## config.mk

```make
export PLATFORM = sky130hd
export DESIGN_NAME = seq_shift_multiplier
export DESIGN_NICKNAME = d
export VERILOG_FILES = /design/src/rtl/seq_shift_multiplier.sv
export SDC_FILE = /design/constraint.sdc
export NUM_CORES = 1
export LEC_CHECK = 0
export ABC_AREA = 1
export CELL_PAD_IN_SITES_DETAIL_PLACEMENT = 0
export CELL_PAD_IN_SITES_GLOBAL_PLACEMENT = 2
export CORE_UTILIZATION = 34
export DETAILED_ROUTE_END_ITERATION = 8
export PLACE_DENSITY_LB_ADDON = 0.15
export SLEW_MARGIN = 40
export SYNTH_ARGS = -nofsm -noshare
export SYNTH_HDL_FRONTEND = slang
export SYNTH_SLANG_ARGS = --single-unit
```

## constraint.sdc

```tcl
create_clock -name clk -period 5.5 [get_ports clk]
set_input_delay 1.375 -clock clk [delete_from_list [all_inputs] [get_ports clk]]
set_output_delay 1.375 -clock clk [all_outputs]
set_load 0.01 [all_outputs]
```

## src/rtl/seq_shift_multiplier.sv

```systemverilog
// Iterative multiplier: one radix-2 Booth (signed) or shift-add (unsigned) step per clock,
// WIDTH steps per product, with a start/busy/done handshake and an abort input.
module seq_shift_multiplier #(
  parameter int WIDTH = 32,
  parameter int CNT_W = $clog2(WIDTH + 1)
) (
  input  logic             clk,
  input  logic             rst_n,
  input  logic             start_i,
  input  logic             signed_i,
  input  logic [WIDTH-1:0] a_i,
  input  logic [WIDTH-1:0] b_i,
  input  logic             abort_i,
  output logic             busy_o,
  output logic             done_o,
  output logic [WIDTH-1:0] high_o,
  output logic [WIDTH-1:0] low_o
);

  typedef enum logic [1:0] {IDLE, RUN, DONE} state_t;

  state_t                  state_q, state_d;
  logic [WIDTH-1:0]        m_q;
  logic                    mode_q;
  logic signed [WIDTH:0]   acc_hi_q, acc_hi_d;
  logic [WIDTH-1:0]        acc_lo_q, acc_lo_d;
  logic                    q_m1_q, q_m1_d;
  logic [CNT_W-1:0]        count_q;
  logic                    accept;
  logic                    step;
  logic                    last_step;

  // One multiply step: returns {acc_hi, acc_lo, q_m1} after the add/subtract and right shift.
  function automatic logic [2*WIDTH+1:0] mul_step(
    input logic signed [WIDTH:0] hi,
    input logic [WIDTH-1:0]      lo,
    input logic                  qm1,
    input logic [WIDTH-1:0]      m,
    input logic                  signed_mode
  );
    logic signed [WIDTH:0] m_ext;
    logic signed [WIDTH:0] sum;
    m_ext = signed_mode ? $signed({m[WIDTH-1], m}) : $signed({1'b0, m});
    sum   = hi;
    if (signed_mode) begin
      if (lo[0] && !qm1)
        sum = hi - m_ext;
      else if (!lo[0] && qm1)
        sum = hi + m_ext;
    end else if (lo[0]) begin
      sum = hi + m_ext;
    end
    // The unsigned sum is never negative, so zero fill gives the logical shift incl. carry.
    return {(signed_mode ? sum[WIDTH] : 1'b0), sum[WIDTH:1], sum[0], lo[WIDTH-1:1], lo[0]};
  endfunction

  assign accept    = start_i && (state_q == IDLE || state_q == DONE);
  assign step      = (state_q == RUN) && !abort_i;
  assign last_step = (count_q == CNT_W'(1));
  assign busy_o    = (state_q == RUN);
  assign done_o    = (state_q == DONE);

  always_comb begin
    {acc_hi_d, acc_lo_d, q_m1_d} = mul_step(acc_hi_q, acc_lo_q, q_m1_q, m_q, mode_q);
  end

  always_comb begin
    state_d = state_q;
    case (state_q)
      IDLE:    if (start_i) state_d = RUN;
      RUN: begin
        if (abort_i)        state_d = IDLE;
        else if (last_step) state_d = DONE;
      end
      DONE:    state_d = start_i ? RUN : IDLE;
      default: state_d = IDLE;
    endcase
  end

  always_ff @(posedge clk or negedge rst_n) begin
    if (!rst_n) begin
      state_q  <= IDLE;
      m_q      <= '0;
      mode_q   <= 1'b0;
      acc_hi_q <= '0;
      acc_lo_q <= '0;
      q_m1_q   <= 1'b0;
      count_q  <= '0;
      high_o   <= '0;
      low_o    <= '0;
    end else begin
      state_q <= state_d;
      if (accept) begin
        m_q      <= a_i;
        mode_q   <= signed_i;
        acc_hi_q <= '0;
        acc_lo_q <= b_i;
        q_m1_q   <= 1'b0;
        count_q  <= CNT_W'(WIDTH);
      end else if (step) begin
        acc_hi_q <= acc_hi_d;
        acc_lo_q <= acc_lo_d;
        q_m1_q   <= q_m1_d;
        count_q  <= count_q - CNT_W'(1);
        // Results are published only when the final step completes.
        if (last_step) begin
          high_o <= acc_hi_d[WIDTH-1:0];
          low_o  <= acc_lo_d;
        end
      end
    end
  end

endmodule

```

# Word-level counts from Yosys, hierarchy flattened
# Cells that the tools add are included.
# totals
register_bits,171
# op_classes
add_sub_neg,3
n_reduce_logical,12
n_mux,19
n_bitwise,1
n_eq_ne,5
# ops
op,count
2-to-1 mux 33 bit,7
2-to-1 mux 32 bit,2
adder 33 bit,1
subtractor 33 bit,1
2-to-1 mux 6 bit,2
"equality test 6 x 1 -> 1 bit, second input constant",1
2-to-1 mux 2 bit,3
one-hot mux 2 bit (3 select lines),1
"subtractor 6 x 1 -> 6 bit, second input constant",1
logical AND 1 bit,4
2-to-1 mux 1 bit,4
zero test 1 bit,3
"!= test 3 x 2 -> 1 bit, second input constant",1
AND reduction 3 bit,1
"equality test 2 x 1 -> 1 bit, second input constant",1
"equality test 2 bit, second input constant",1
zero test 2 bit,1
"!= test 2 bit, second input constant",1
AND reduction 2 bit,1
nonzero test 2 bit,1
logical OR 1 bit,1
inverter 1 bit,1

# Logic depth before layout (Yosys ltp)
# depth
ltp_word,8
mapped_depth,21
ltp_nobuf,20

# Least setup slack after synthesis
# No wires, ideal clock.
# synth_timing
kind,input to register
startpoint,input port abort_i
endpoint,register low_o[0]
path_stages,8
arrival_ns,2.413
n_path_buf,2
setup_slack_ns,2.957
setup_time_ns,0.130
cell_sequence,nor3_4 > inv_2 > nor2_8 > inv_2 > buf_6 > buf_2 > nand2_1 > o21ai_1
# synth_between
elab_chain_len,3
# synth_lines
item,line,rtl
"start, declared",13,"input logic abort_i,"
zero test 1 bit,58,assign step = (state_q == RUN) && !abort_i;
logical AND 1 bit,58,
AND reduction 3 bit (no line),n/a,
"end signal, assigned",108,low_o <= acc_lo_d;
"end, declared",17,output logic [WIDTH-1:0] low_o
# No other way between the ends.
# A chain may end at the register's enable or synchronous reset.

# Final worst setup path
# layout_timing
startpoint,input port abort_i
endpoint,register low_o[17]
# Same word-level chain as after synthesis.

==> flow_metrics.tcl <==
set metrics [dict create \
    outcome "finished clean" \
    initial_core_util_pct 34.78 \
    finalPower_mw 9.623 \
    endpoint_kind "flip-flop" \
    drcViolationCount 0 \
    min_period_ns 3.431 \
    dr_wl_met2_mm 18.44 \
    drt_pass1_iterations 5 \
    cts_setup_buffers 0 \
    vias 12480 \
    dr_wl_met3_mm 2.352 \
    critPathKind "in -> reg" \
    synth_top_area_share_pct 32.44 \
    setup_viol 0 \
    critPathMaxFanout 55 \
    synthToLayoutAreaGrowth_pct 16.67 \
    postSynth.asyncResetShare_pct 100.0 \
    ir_drop_uv 233.7 \
    final_cells 2644 \
    rsz0062_at_grt "no" \
    cts_hold_buf 0 \
    port_buffers 134 \
    synth.distinct_cells 42 \
    hold_violations 0 \
    cts_buffers 17 \
    syn_nets 2179 \
    fin_ws_ns 2.069 \
    synth_most_common_cell "nand2_1" \
    seq_area_um2 4279 \
    grt_pass1_vias 12080 \
    switching_power_mw 5.161 \
    dr.max_layer_used "met4" \
    synth_edf_count 0 \
    cp.arrival_ns 3.81 \
    ys_warn_count 0 \
    crit_path_start_kind "primary input" \
    hold_class "reg -> reg" \
    utilization_pct 40.57 \
    worst_clock_skew_ns 0.01465 \
    antenna_left 0 \
    clock_sinks 171 \
    dp_slack_ns 1.561 \
    p_int_mw 4.462 \
    antenna_found_initial 1 \
    cts_resized 0 \
    synth_top_area_cell "dfrtp_1" \
    drv_cap 0 \
    wirelength_mm 45.78 \
    drt-met1-wl_mm 24.25 \
    die_y_um 199.0 \
    synth-seq-area-share_pct 32.44 \
    first_iter_violations 920 \
    drv_slew 0 \
    core_area_um2 37930 \
    p_seq_share_pct 23.5 \
    clockBufferDepth 2 \
    wire_per_inst_um 17.32 \
    dpl.cell_count 2610 \
    ys_ff_latch 171 \
    ys_top_cells_by_area "dfrtp_1 (32%), nand2_1 (23%), inv_1 (9.3%), ha_1 (6.3%), o21ai_0 (3.9%)" \
    postSynthCellCount 2042 \
    power_density_nw_per_um2 625.3 \
    worstSetupStartpoint "abort_i" \
    cts_root_buffer "clkbuf_16" \
    place.gp.congestion 0.8798 \
    die_w_um 199.0 \
    synth_common_cells "nand2_1 (810), inv_1 (327), dfrtp_1 (171)" \
    dominantRegCellSynth "dfrtp_1" \
    clkPwrFrac_pct 12.9 \
    grt_usage_pct 23.91 \
    cellLeakagePower_nw 8.294 \
    boundaryPins 135 \
    path_clk_slew_ns 0.07 \
    grt_pass1_wl_mm 70.54 \
    fin_crit_sh_pct 62.39 \
    cts_tree "done" \
    slew_headroom_pct 48.80 \
    tns_ns 0 \
    grt_max_degree 143 \
    hold_path_startpoint "high_o[3]" \
    p_sw_share_pct 53.63 \
    synth_area_per_cell_um2 6.460 \
    viasPerCell 4.721 \
    pwr-share-comb_pct 63.6 \
    die_area_um2 39590 \
    num_rows 71 \
    dp_hpwl_mm 35.36 \
    clock.fmax_ghz 0.2914 \
    final_nets 2256 \
    fillers 4225 \
    required_ns 5.88 \
    htreeDepth 4 \
    synth_area_um2 13190 \
    reg2reg_from "acc_hi_q[22]" \
    grt_remaining_overflow 0 \
    tightest_slew_ns 0.7669 \
    drive_gt1_share_pct 6.098 \
    multiInputGateArea_um2 7057 \
    clock_latency_ns 0.46 \
]
==> routing by layer <==
metal	up-vias	track usage [%]
met2	295	34.45
met3	32	4.357
met1	5704	36.16
met4	0	5.954
li1	6452	-
met5	-	0
==> stage by stage <==
step	hold slack (ns)	cell area (um^2)
5_1_grt	0.5095	15390
3_5_place_dp	0.4643	14790
4_1_cts	0.4879	15360
2_1_floorplan	0.4478	13190
6_report	0.4817	15390
3_3_place_gp	0.4652	14740
==> power by group through the flow <==
stage	Sequential, mW	Combinational [mW]	Clock [mW]
2_1_floorplan	2.19	4.06	0
3_3_place_gp	2.29	6.03	0
3_5_place_dp	2.27	6.06	0
4_1_cts	2.26	6.09	1.28
5_1_grt	2.33	6.85	1.33
6_report	2.26	6.12	1.24
==> final timing paths <==
path	end	slack (ns)	cells after the start
worst max-delay path	low_o[17]	2.07	8
min in group asynchronous	m_q[6]	0.82	1
worst max register to register	acc_hi_q[24]	2.59	14
worst min-delay path	high_o[3]	0.48	2
worst min register to register	high_o[3]	0.48	2
max in group asynchronous	m_q[30]	3.57	3
==> kinds of logic after synthesis <==
logic type	Yosys count	synth area share, %
XOR/XNOR	19	1.262
AO/OA/AOI/OAI	285	12.41
AND/OR/NAND/NOR	1060	33.21
adder cells (fa/ha/maj)	68	6.564
buffers and inverters	439	14.12
flip-flops	171	32.44
==> final cells by class <==
cell class / count / share of cell area, %
multi-input cells: 1432 / 45.85
flip-flops and latches: 171 / 27.80
repair buffers: 146 / 9.877
inverters: 351 / 8.577
well taps: 511 / 4.154
clock buffers: 19 / 2.878
clock inverters: 13 / 0.8455
diodes: 1 / 0.01626
==> flip-flops by register name, indices dropped and copies added, names as in the netlist <==
signal	count
acc_lo_q	32
m_q	32
mode_q	1
count_q	6
state_q	2
acc_hi_q	33
high_o	32
low_o	32
q_m1_q	1
==> cell usage in the layout (no fill, tap or decap), types with 7 or more instances in the layout <==
cell | synthesis | final
clkbuf_16 | 0 | 17
xor2_1 | 18 | 18
inv_2 | 22 | 21
a21oi_1 | 74 | 74
dfrtp_1 | 171 | 171
nand3_2 | 7 | 7
nand2_1 | 810 | 809
inv_1 | 327 | 327
nor2_1 | 74 | 74
clkdlybuf4s50_1 | 0 | 133
a21o_1 | 11 | 11
o221ai_1 | 33 | 33
ha_1 | 66 | 66
o21ai_1 | 41 | 41
nand3_1 | 102 | 102
o211ai_1 | 10 | 10
o21ai_0 | 103 | 103
nor2_2 | 26 | 25
nand2_2 | 15 | 16
==> worst max-delay path, stage by stage <==
cell and delay, ns:
clkdlybuf4s50_1 0.51, nor3_4 0.06, inv_2 0.56, nor2_8 0.21
inv_2 0.56, buf_12 0.32, nand2_1 0.08, o21ai_1 0.08
Note: power is estimated with default switching activity, not from simulation.
